File: config.mk
export PLATFORM = sky130hd
export DESIGN_NAME = turn_controller
export DESIGN_NICKNAME = d
export VERILOG_FILES = /design/src/rtl/turn_controller.sv
export SDC_FILE = /design/constraint.sdc
export NUM_CORES = 1
export LEC_CHECK = 0
export ABC_AREA = 1
export CAP_MARGIN = 20
export CORE_MARGIN = 4
export CORE_UTILIZATION = 35
export DETAILED_ROUTE_END_ITERATION = 16
export HOLD_SLACK_MARGIN = 0.05
export PLACE_DENSITY_LB_ADDON = 0.2
export SETUP_SLACK_MARGIN = 0.05
export SLEW_MARGIN = 20
export SYNTH_ARGS = -nofsm -noshare
export SYNTH_HDL_FRONTEND = slang
export SYNTH_SLANG_ARGS = --single-unit
File: constraint.sdc
create_clock -name clock -period 1.7 [get_ports clock]
set_clock_uncertainty 0.2 [all_clocks]
set_input_delay 0.255 -clock clock [delete_from_list [all_inputs] [get_ports clock]]
set_output_delay 0.255 -clock clock [all_outputs]
set_load 0.05 [all_outputs]
File: src/rtl/turn_controller.sv
// Turn sequencer for a two-player disk-placing board game: cursor movement,
// move detect/commit handshakes with the board, redraw requests and pass/game-over tracking.
module turn_controller #(
   parameter int unsigned DET_CYCLES  = 9,
   parameter int unsigned WR_CYCLES   = 9,
   parameter int unsigned PLOT_CYCLES = 1280000
) (
   input  logic       clock,
   input  logic       resetn,
   input  logic       key_left,
   input  logic       key_right,
   input  logic       key_up,
   input  logic       key_down,
   input  logic       key_place,
   input  logic       key_pass,
   input  logic [1:0] q,
   input  logic [7:0] dir,
   output logic [2:0] x,
   output logic [2:0] y,
   output logic       side,
   output logic       detecten,
   output logic       writeen,
   output logic       en_plot,
   output logic       busy,
   output logic       illegal,
   output logic       game_over
);

   typedef enum logic [2:0] {
      INIT, IDLE, DETECT, CHECK, WRITE, PLOT, REJECT, OVER
   } state_t;

   localparam int unsigned MAX_DW = (DET_CYCLES > WR_CYCLES) ? DET_CYCLES : WR_CYCLES;
   localparam int unsigned MAXC   = (MAX_DW > PLOT_CYCLES) ? MAX_DW : PLOT_CYCLES;
   localparam int unsigned TW     = ($clog2(MAXC) > 21) ? $clog2(MAXC) : 21;

   localparam logic [TW-1:0] DET_LAST  = TW'(DET_CYCLES - 1);
   localparam logic [TW-1:0] WR_LAST   = TW'(WR_CYCLES - 1);
   localparam logic [TW-1:0] PLOT_LAST = TW'(PLOT_CYCLES - 1);

   state_t        state, state_n;
   logic [TW-1:0] timer, timer_n;
   logic [1:0]    pass_cnt, pass_cnt_n;
   logic [2:0]    x_n, y_n;
   logic          side_n;

   // q[0] holds the disk colour, which plays no part in the occupancy decision
   logic unused_q0;
   assign unused_q0 = q[0];

   always_comb begin
      state_n    = state;
      timer_n    = '0;
      pass_cnt_n = pass_cnt;
      x_n        = x;
      y_n        = y;
      side_n     = side;
      case (state)
         INIT: state_n = PLOT;
         IDLE: begin
            if (key_left)       x_n = x - 3'd1;
            else if (key_right) x_n = x + 3'd1;
            else if (key_up)    y_n = y - 3'd1;
            else if (key_down)  y_n = y + 3'd1;
            else if (key_place) state_n = q[1] ? REJECT : DETECT;
            else if (key_pass) begin
               side_n     = ~side;
               pass_cnt_n = pass_cnt + 2'd1;
               if (pass_cnt_n == 2'd2) state_n = PLOT;
            end
         end
         DETECT: begin
            if (timer == DET_LAST) state_n = CHECK;
            else                   timer_n = timer + TW'(1);
         end
         CHECK: state_n = (dir != '0) ? WRITE : REJECT;
         WRITE: begin
            if (timer == WR_LAST) begin
               state_n    = PLOT;
               side_n     = ~side;
               pass_cnt_n = '0;
            end else begin
               timer_n = timer + TW'(1);
            end
         end
         PLOT: begin
            if (timer == PLOT_LAST) state_n = (pass_cnt == 2'd2) ? OVER : IDLE;
            else                    timer_n = timer + TW'(1);
         end
         REJECT: state_n = IDLE;
         OVER:   state_n = OVER;
         default: state_n = INIT;
      endcase
   end

   // Outputs are decoded from the next state so each one is a plain flop aligned with state
   always_ff @(posedge clock or negedge resetn) begin
      if (!resetn) begin
         state     <= INIT;
         timer     <= '0;
         pass_cnt  <= '0;
         x         <= '0;
         y         <= '0;
         side      <= 1'b0;
         detecten  <= 1'b0;
         writeen   <= 1'b0;
         en_plot   <= 1'b0;
         busy      <= 1'b0;
         illegal   <= 1'b0;
         game_over <= 1'b0;
      end else begin
         state     <= state_n;
         timer     <= timer_n;
         pass_cnt  <= pass_cnt_n;
         x         <= x_n;
         y         <= y_n;
         side      <= side_n;
         detecten  <= (state_n == DETECT);
         writeen   <= (state_n == WRITE);
         en_plot   <= (state_n == PLOT);
         busy      <= (state_n != IDLE) && (state_n != OVER);
         illegal   <= (state_n == REJECT);
         game_over <= (state_n == OVER);
      end
   end

endmodule

-- Yosys cells after proc, flatten, opt, wreduce, memory -nomap -nowiden
Index checks and enable logic that the tools add are counted.
- output and inout port bits: 13
- register bits: 39
- reductions and logical operators: 10
- equality and inequality tests: 25
- add/subtract/negate cells: 6
- bitwise operators: 3
- multiplexer cells: 37
- operator list (operator ; number):
    two-way mux 3 bit ; 16
    two-way mux 21 bit ; 2
    case mux 21 bit (2 select lines) ; 1
    == test 3 bit, second input constant ; 8
    case mux 3 bit (8 select lines) ; 1
    adder 21 x 1 -> 21 bit, second input constant ; 1
    == test 21 bit, second input constant ; 1
    == test 21 x 4 -> 1 bit, second input constant ; 1
    two-way mux 2 bit ; 8
    != test 2 bit, second input constant ; 7
    == test 3 x 2 -> 1 bit, second input constant ; 3
    AND reduction 8 bit ; 1
    nonzero test 8 bit ; 1
    two-way mux 1 bit ; 7
    adder 3 x 1 -> 3 bit, second input constant ; 2
    nonzero test 2 bit ; 3
    subtractor 3 x 1 -> 3 bit, second input constant ; 2
    == test 2 bit, second input constant ; 2
    case mux 2 bit (2 select lines) ; 1
    AND reduction 4 bit ; 1
    == test 3 x 1 -> 1 bit, second input constant ; 1
    zero test 3 bit ; 1
    != test 3 x 1 -> 1 bit, second input constant ; 1
    != test 3 bit, second input constant ; 1
    other kinds (6) ; 8

-- Depth between registers and ports, before layout
Gate-level depths: netlist (run 1).
- depth in word-level cells: 12
- mapped depth: 12

-- Worst setup path after synthesis (run 1)
Ideal clock, no wire load.
- path type: register -> register
- start: reg y[0]
- end: reg y[2]
- buffers on the path: 0
- arrival: 1.631 ns
- slack: -0.271 ns
- stages on the path, launching flop included: 6
- library setup time: 0.140 ns
- required time: 1.360 ns
- cells stage by stage: dfrtp_1 -> inv_1 -> fa_1 -> or2_2 -> nand3_1 -> xnor2_1
- longest elaborated chain between the ends: 3
- elaborated cells between the ends (all ways): 4
- RTL lines (what ; RTL line ; RTL):
    from (decl) ; 19 ; output logic [2:0] y,
    from (signal assigned) ; 116 ; y <= y_n;
    adder 3 x 1 -> 3 bit ; 64 ; else if (key_down) y_n = y + 3'd1;
    two-way mux 3 bit ; 64 ;
    two-way mux 3 bit (*) ; 63 ; else if (key_up) y_n = y - 3'd1;
Every way passes the cells marked *; elsewhere a longest branch is shown, timed or not. The select of a mux whose other input is x is not followed.
A chain may end at the register's enable or synchronous reset.

-- Worst setup path in the final report (run 1)
- start: reg timer[16]
- end: reg timer[14]
- longest elaborated chain between the ends: 3
- elaborated cells between the ends (all ways): 5
- RTL lines (what ; RTL line ; RTL):
    from (decl) ; 42 ; logic [TW-1:0] timer, timer_n;
    from (signal assigned) ; 113 ; timer <= timer_n;
    == test 21 bit / == test 21 x 4 -> 1 bit (equally long branches) ; 87, 73, 78 ;
    two-way mux 21 bit, on equally long branches ; 87, 73, 78 ;
    case mux 21 bit (2 select lines) (*) ; 58 ; case (state)
    via timer_n[14] ; 42 ;
Mark *: on every way through the listed nets, which the timed path passes. The rest lies on a longest branch.

==> run summary, run 1 <==
Startpoint of the worst-slack reg-to-reg timing path = timer[16]$_DFF_PN0_
Wirelength, routed = 5770 um
Final worst-path setup slack = -0.115 ns
Overall die area = 7840 um2
Seq. cell area = 988 um2
Post-detailed-route wirelength per cell = 13.2 um
Post-placement cell area = 2970 um2
Internal reg-to-reg setup slack = -0.11 ns
I/O pin count = 31
Overall track demand over capacity in global routing = 0.150
Clock sink total = 39
Worst-case setup slack after placement = -0.222 ns
Post-CTS clock slew at the launch and capture registers of the worst setup and hold paths = 0.09 ns
Count of antenna diodes in the layout = 0
Vias in the first global route = 2074
Total of buffers placed on input and output ports = 29
Class of the tightest hold or removal check = in -> reg
Lkg Pwr = 1.59 nW
Pins over their slew limit = 0
Congestion Overflow GR = 0
Core region area = 6310 um2
Destination of the worst hold path = y[2]$_DFFE_PN0P_
Nets = 383
Number of synthesized flops with an enable pin = 0
Worst-case headroom to the max-slew limit = 0.680
Count of distinct cell types in the synthesized netlist = 29
Max frequency = 551 MHz
Final HPWL from detailed placement = 3950 um
Count of buffering cells on the critical path with inverters included = 1
Number of buffers inserted during clock tree synthesis = 5
Count of antenna-violating nets left after detailed routing = 0
Result of the run = complete, but fails checks
Number of instances in the synthesized netlist = 286
Total number of yosys warnings = 0
Maximum fanout count along the critical path = 6
Delay of the slowest cell on the worst path = 0.45 ns
Vias per cell = 4.68
First-pass iteration count of the detailed router = 4
Row Count = 29
Violated checks = negative setup slack
Drc violations = 0
Most common cell after layout, fill and taps aside = sky130_fd_sc_hd__nand2_1
Final min period = 1.81 ns
Synthesized area per cell = 7.94 um2
Largest net degree at the start of global routing = 22
Count of max-cap constraint violations = 0
Power density over the cells = 1360 nW/um2
Clock tree from TritonCTS = yes
Chip width = 88.6 um
Cell Area, Synth = 2270 um2
Final TNS setup = -0.750 ns
CP Cell Sequence = nor2_1 -> nand2_1 -> nor3_1 -> nand3_2 -> nand2_4 -> nand2_8 -> buf_6 -> o21ai_2 -> a21oi_1
Slew at the pin closest to its max-slew limit = 0.480 ns
Clock root cell = sky130_fd_sc_hd__clkbuf_8
Count of H-tree levels built during CTS = 2
Sort of element at the start of the critical path = register
Share of synthesized registers carrying an async set or reset = 1.00
FF-to-FF path depth = 9
Worst endpoint data arrival time = 1.80 ns
Most instantiated flip-flop cell in the synthesis netlist = sky130_fd_sc_hd__dfrtp_1
Buffer depth of the longest clock path = 2
Starting utilization of the core area = 0.360
Worst setup path class = reg -> reg
Area growth, synth to finish = 52.8%
Post-synthesis sequential element count = 39
Detailed router's first-iteration violation count = 92
Fraction of final layout cells sized beyond drive strength 1 = 0.406
Register area share after synthesis = 0.430
Worst min-delay path startpoint = key_left
Portion of the clock cycle consumed by the worst path in the final layout = 1.07
Area taken by multi-input logic gates = 1410 um2
Wire length of the first global-routing pass = 9200 um
WP data required = 1.69 ns
Post-synthesis net count = 310
CP Capture Type = register
Hold Fails Final Rpt = 0
Cell area after layout = 3470 um2
Master of the slowest instance on the critical path = sky130_fd_sc_hd__dfrtp_1
Weighted congestion at the end of routability-driven global placement = 0.812
Number of antenna violations at the first check in global routing = 0
Unrepaired setup endpoints after global routing = yes
Overall via count from detail_route = 2046
Post-layout power = 4.71 mW
Number of filler cells placed in the layout = 572
Most frequent cells in the layout = 42 x sky130_fd_sc_hd__nand2_1, 39 x sky130_fd_sc_hd__nor2_1, 35 x sky130_fd_sc_hd__inv_1
R2R Path End = timer[14]$_DFF_PN0_
Clock Latency Late Sink = 0.30 ns
Number of setup violations in the final report = 23
Vertical die dimension = 88.6 um
IR drop worst, VDD = 951 uV
Top delay family on crit path = simple AND/OR/NAND/NOR gates
Cell count of the worst hold path = 5
power breakdown:
part / leakage (nW) / switching, mW / total (mW) / internal, mW
logic: 1.03 / 1.54 / 2.57 / 1.03
clock network: 0.0581 / 0.357 / 0.795 / 0.438
registers: 0.497 / 0.206 / 1.35 / 1.14
layout make-up:
type	count	share of cell area
clock buffer	5	0.0198
clock inverter	3	0.0126
inverter	45	0.0523
multi-input combinational	201	0.406
sequential	39	0.285
tap	77	0.0278
timing repair buffer	64	0.184
timing repair inverter	3	0.0119
how the worst max path moves through the flow:
stage	cells past startpoint	start	endpoint
after floorplan	11	timer[1]$_DFF_PN0_	busy$_DFF_PN0_
after global placement	6	key_up	y[2]$_DFFE_PN0P_
after detailed placement	6	key_up	y[2]$_DFFE_PN0P_
after CTS	12	timer[0]$_DFF_PN0_	timer[14]$_DFF_PN0_
after global routing	9	timer[16]$_DFF_PN0_	timer[14]$_DFF_PN0_
final	9	timer[16]$_DFF_PN0_	timer[14]$_DFF_PN0_
registers in the layout, indices dropped and copies added (netlist names), 2 cells and up:
| signal | count |
|---|---|
| timer | 21 |
| state | 3 |
| x | 3 |
| y | 3 |
| pass_cnt | 2 |
worst reg2reg max path: stages (launching register included):
cell	delay, ns
sky130_fd_sc_hd__dfrtp_1	0.45
sky130_fd_sc_hd__nor2_1	0.13
sky130_fd_sc_hd__nand2_1	0.12
sky130_fd_sc_hd__nor3_1	0.23
sky130_fd_sc_hd__nand3_2	0.13
sky130_fd_sc_hd__nand2_4	0.10
sky130_fd_sc_hd__nand2_8	0.12
sky130_fd_sc_hd__buf_6	0.15
sky130_fd_sc_hd__o21ai_2	0.04
sky130_fd_sc_hd__a21oi_1	0.05
metrics by stage:
step | hold WS [ns] | utilization | std cells
floorplan | -0.241 | - | 286
global placement | 0.0441 | 0.470 | 421
detailed placement | 0.0429 | 0.470 | 421
CTS | 0.257 | 0.502 | 431
global route | 0.252 | 0.550 | 437
finish | 0.232 | 0.550 | 437
synthesized netlist by cell type (3+ instances only):
| library cell | instances | area, um2 |
|---|---|---|
| sky130_fd_sc_hd__nand4_1 | 8 | 50.1 |
| sky130_fd_sc_hd__a21oi_1 | 5 | 25.0 |
| sky130_fd_sc_hd__inv_1 | 42 | 158 |
| sky130_fd_sc_hd__ha_1 | 4 | 50.1 |
| sky130_fd_sc_hd__xor2_1 | 15 | 131 |
| sky130_fd_sc_hd__nand2_2 | 7 | 43.8 |
| sky130_fd_sc_hd__dfrtp_1 | 39 | 976 |
| sky130_fd_sc_hd__xnor2_1 | 5 | 43.8 |
| sky130_fd_sc_hd__nor3_1 | 10 | 50.1 |
| sky130_fd_sc_hd__o21ai_0 | 3 | 15.0 |
| sky130_fd_sc_hd__nor2_1 | 57 | 214 |
| sky130_fd_sc_hd__nand2_1 | 51 | 191 |
| sky130_fd_sc_hd__nand3_1 | 16 | 80.1 |
| sky130_fd_sc_hd__nor3_2 | 4 | 40.0 |
metal layers:
layer  routed length (um)  vias up  share of wire  track usage
met5                    0        -              0            0
met4                   83        0          0.014       0.0330
met3                  185        6          0.032       0.0289
met2                 2890       37           0.50        0.250
met1                 2610      963           0.45        0.204
li1                     -     1040              -            -
what timing repair did:
action,CTS,global route
resized for setup,18,66
setup buffers,1,3
pin swaps,5,27
hold buffers,1,0
endpoints found under the hold margin,18,0
setup endpoints to repair,31,36
cloned,0,3
logic make-up after synthesis:
family                   synth area share
AND/OR/NAND/NOR                     0.345
AO/OA/AOI/OAI                      0.0270
flip-flops                          0.430
buffers and inverters              0.0815
XOR/XNOR                           0.0771
adder cells (fa/ha/maj)            0.0397
Power figures use the tool's default switching activity.
==> inputs of run 2 (changes only) <==
--- a/config.mk
+++ b/config.mk
@@ -9,6 +9,7 @@
 export CAP_MARGIN = 20
 export CORE_MARGIN = 4
 export CORE_UTILIZATION = 35
+export CTS_BUF_LIST = sky130_fd_sc_hd__clkbuf_4 sky130_fd_sc_hd__clkbuf_8
 export DETAILED_ROUTE_END_ITERATION = 16
 export HOLD_SLACK_MARGIN = 0.05
 export PLACE_DENSITY_LB_ADDON = 0.2
==> results of run 2 <==
No change in the layout: final DEF, timing and power equal those of run 1.
==> inputs of run 3 (changes only) <==
--- a/config.mk
+++ b/config.mk
@@ -8,11 +8,12 @@
 export ABC_AREA = 1
 export CAP_MARGIN = 20
 export CORE_MARGIN = 4
-export CORE_UTILIZATION = 35
+export CORE_UTILIZATION = 51
 export CTS_BUF_LIST = sky130_fd_sc_hd__clkbuf_4 sky130_fd_sc_hd__clkbuf_8
 export DETAILED_ROUTE_END_ITERATION = 16
 export HOLD_SLACK_MARGIN = 0.05
 export PLACE_DENSITY_LB_ADDON = 0.2
+export RECOVER_POWER = 100
 export SETUP_SLACK_MARGIN = 0.05
 export SLEW_MARGIN = 20
 export SYNTH_ARGS = -nofsm -noshare
==> run 3 against run 2 <==
Compared with the run above: the flow still finishes with violations (negative setup slack); routed wire length is 3.5% lower; sequential share of layout area is 2.3 points higher; critical path depth is 3 lower; critical endpoint is now timer[20]$_DFF_PN0_; die area is 29% lower; largest power group unchanged; core utilization is 19 points higher; power is 5.0% lower; sequential power is 3% lower; largest cell class unchanged; non-clock buffer count is 1 higher; fmax is 0.71% lower.
==> run summary, run 3 (synthesis gave the netlist of run 1 again) <==
Pins over their slew limit = 0
Worst setup path class = reg -> reg
Nets = 381
WP data required = 1.68 ns
Clock sink total = 39
Worst-case headroom to the max-slew limit = 0.662
Met1 usage in global routing = 0.266
Slew at the pin closest to its max-slew limit = 0.507 ns
First-pass iteration count of the detailed router = 4
Number of setup violations in the final report = 28
Overall die area = 5580 um2
Sort of element at the start of the critical path = register
Weighted congestion at the end of routability-driven global placement = 0.897
Max FFs per register = 21
Vias per cell = 5.02
Post-layout power = 4.48 mW
Maximum fanout count along the critical path = 5
CP Capture Type = register
Final worst-path setup slack = -0.128 ns
Class of the tightest hold or removal check = in -> async
Chip width = 74.7 um
Final HPWL from detailed placement = 4010 um
Drc violations = 0
Buffer depth of the longest clock path = 2
I/O pin count = 31
Clock root cell = sky130_fd_sc_hd__clkbuf_8
Portion of the clock cycle consumed by the worst path in the final layout = 1.08
Wirelength, routed = 5560 um
Wire length of the first global-routing pass = 8840 um
Clock Latency Late Sink = 0.30 ns
Result of the run = complete, but fails checks
Congestion Overflow GR = 0
Final min period = 1.83 ns
Count of max-cap constraint violations = 0
Area growth, synth to finish = 40.1%
Vertical die dimension = 74.7 um
Fraction of final layout cells sized beyond drive strength 1 = 0.310
Vias in the first global route = 1989
Worst hold margin = 0.231 ns
Post-detailed-route wirelength per cell = 13.6 um
Hold Fails Final Rpt = 0
Starting utilization of the core area = 0.525
Global-route met2 utilization = 0.357
Post-CTS clock slew at the launch and capture registers of the worst setup and hold paths = 0.08 ns
Most Crowded Layer GR = met2
Detailed router's first-iteration violation count = 80
Unrepaired setup endpoints after global routing = yes
Final TNS setup = -2.40 ns
Violated checks = negative setup slack
Biggest register = timer
Number of buffers inserted during clock tree synthesis = 5
Overall track demand over capacity in global routing = 0.207
Largest net degree at the start of global routing = 21
Worst endpoint data arrival time = 1.81 ns
Overall via count from detail_route = 2059
Total of buffers placed on input and output ports = 29
GR met3 Demand/Resource = 0.0427
Count of antenna-violating nets left after detailed routing = 0
Internal reg-to-reg setup slack = -0.13 ns
Count of H-tree levels built during CTS = 2
Power density over the cells = 1410 nW/um2
Clock tree from TritonCTS = yes
Max frequency = 547 MHz
Count of antenna diodes in the layout = 0
Core region area = 4320 um2
Lkg Pwr = 1.53 nW
Most frequent cells in the layout = 49 x sky130_fd_sc_hd__nor2_1, 49 x sky130_fd_sc_hd__nand2_1, 36 x sky130_fd_sc_hd__inv_1, 36 x sky130_fd_sc_hd__dfrtp_1, 29 x sky130_fd_sc_hd__buf_4
Row Count = 24
Number of antenna violations at the first check in global routing = 0
IR drop worst, VDD = 991 uV
-- run 3: cell types whose count changed in the layout (fill, tap and decap cells not counted), moves of 3 or more --
cell                       before  now
sky130_fd_sc_hd__nand3_1       11   14
sky130_fd_sc_hd__buf_4         34   29
sky130_fd_sc_hd__dfrtp_1       29   36
sky130_fd_sc_hd__nor2_1        39   49
sky130_fd_sc_hd__nor2_2        13    5
sky130_fd_sc_hd__clkinv_8       3    0
sky130_fd_sc_hd__dfrtp_2       10    3
sky130_fd_sc_hd__clkbuf_2       0   11
sky130_fd_sc_hd__buf_12         8    5
sky130_fd_sc_hd__nor3_4         5    2
sky130_fd_sc_hd__nand2_4        4    0
sky130_fd_sc_hd__buf_6          5    2
sky130_fd_sc_hd__nand2_1       42   49
-- run 3: path summary, 6_finish.rpt --
kind	startpoint	endpoint	depth (start not counted)
worst min-delay path	resetn	x[0]$_DFFE_PN0P_	2
worst min register to register	y[2]$_DFFE_PN0P_	y[2]$_DFFE_PN0P_	1
min in group clock	y[2]$_DFFE_PN0P_	y[2]$_DFFE_PN0P_	1
max in group asynchronous	resetn	y[0]$_DFFE_PN0P_	3
worst max register to register	timer[1]$_DFF_PN0_	timer[20]$_DFF_PN0_	6
worst max-delay path	timer[1]$_DFF_PN0_	timer[20]$_DFF_PN0_	6
-- run 3: stage by stage --
stage | area, um2 | util | setup slack (ns) | instances
final | 3180 | 0.736 | -0.128 | 410
after global routing | 3180 | 0.736 | -0.234 | 410
after CTS | 3180 | 0.736 | -0.0779 | 407
after detailed placement | 2940 | 0.679 | -0.303 | 393
after global placement | 2940 | 0.679 | -0.200 | 393
after floorplan | 2300 | - | 0.0488 | 286
-- run 3: final cells by class --
| class | instances | area, um2 |
|---|---|---|
| inverters | 45 | 174 |
| clock inverters | 2 | 60.1 |
| multi-input cells | 201 | 1250 |
| well taps | 52 | 65.1 |
| repair buffers | 65 | 574 |
| flip-flops and latches | 39 | 980 |
| clock buffers | 6 | 76.3 |
| fillers | 335 | 1140 |
-- run 3: metal layers --
layer  part of all wire  vias up
met1               0.43      963
met5                  0        -
li1                   -     1032
met4              0.017        0
met3              0.046       10
met2               0.51       54
-- run 3: timing repair --
item / 4_1_cts / 5_1_grt
endpoints found under the hold margin: 19 / 0
buffers inserted: 5 / 3
resized for setup: 17 / 17
pin swaps: 5 / 4
hold buffers: 1 / 0
setup endpoints to repair: 31 / 35
-- run 3: report_power, final --
| part | internal, mW | switching [mW] | leakage, nW |
|---|---|---|---|
| combinational | 0.899 | 1.33 | 0.952 |
| clock | 0.603 | 0.339 | 0.0688 |
| sequential | 1.14 | 0.174 | 0.507 |
| total | 2.64 | 1.84 | 1.53 |
-- run 3: worst max-delay path, cell delays in order (launching register included) --
cell and delay [ns]:
sky130_fd_sc_hd__dfrtp_1 0.42, sky130_fd_sc_hd__ha_4 0.17, sky130_fd_sc_hd__nand3_4 0.09, sky130_fd_sc_hd__nor3_4 0.32, sky130_fd_sc_hd__nand4_1 0.20, sky130_fd_sc_hd__xor2_1 0.25, sky130_fd_sc_hd__nor2_2 0.05
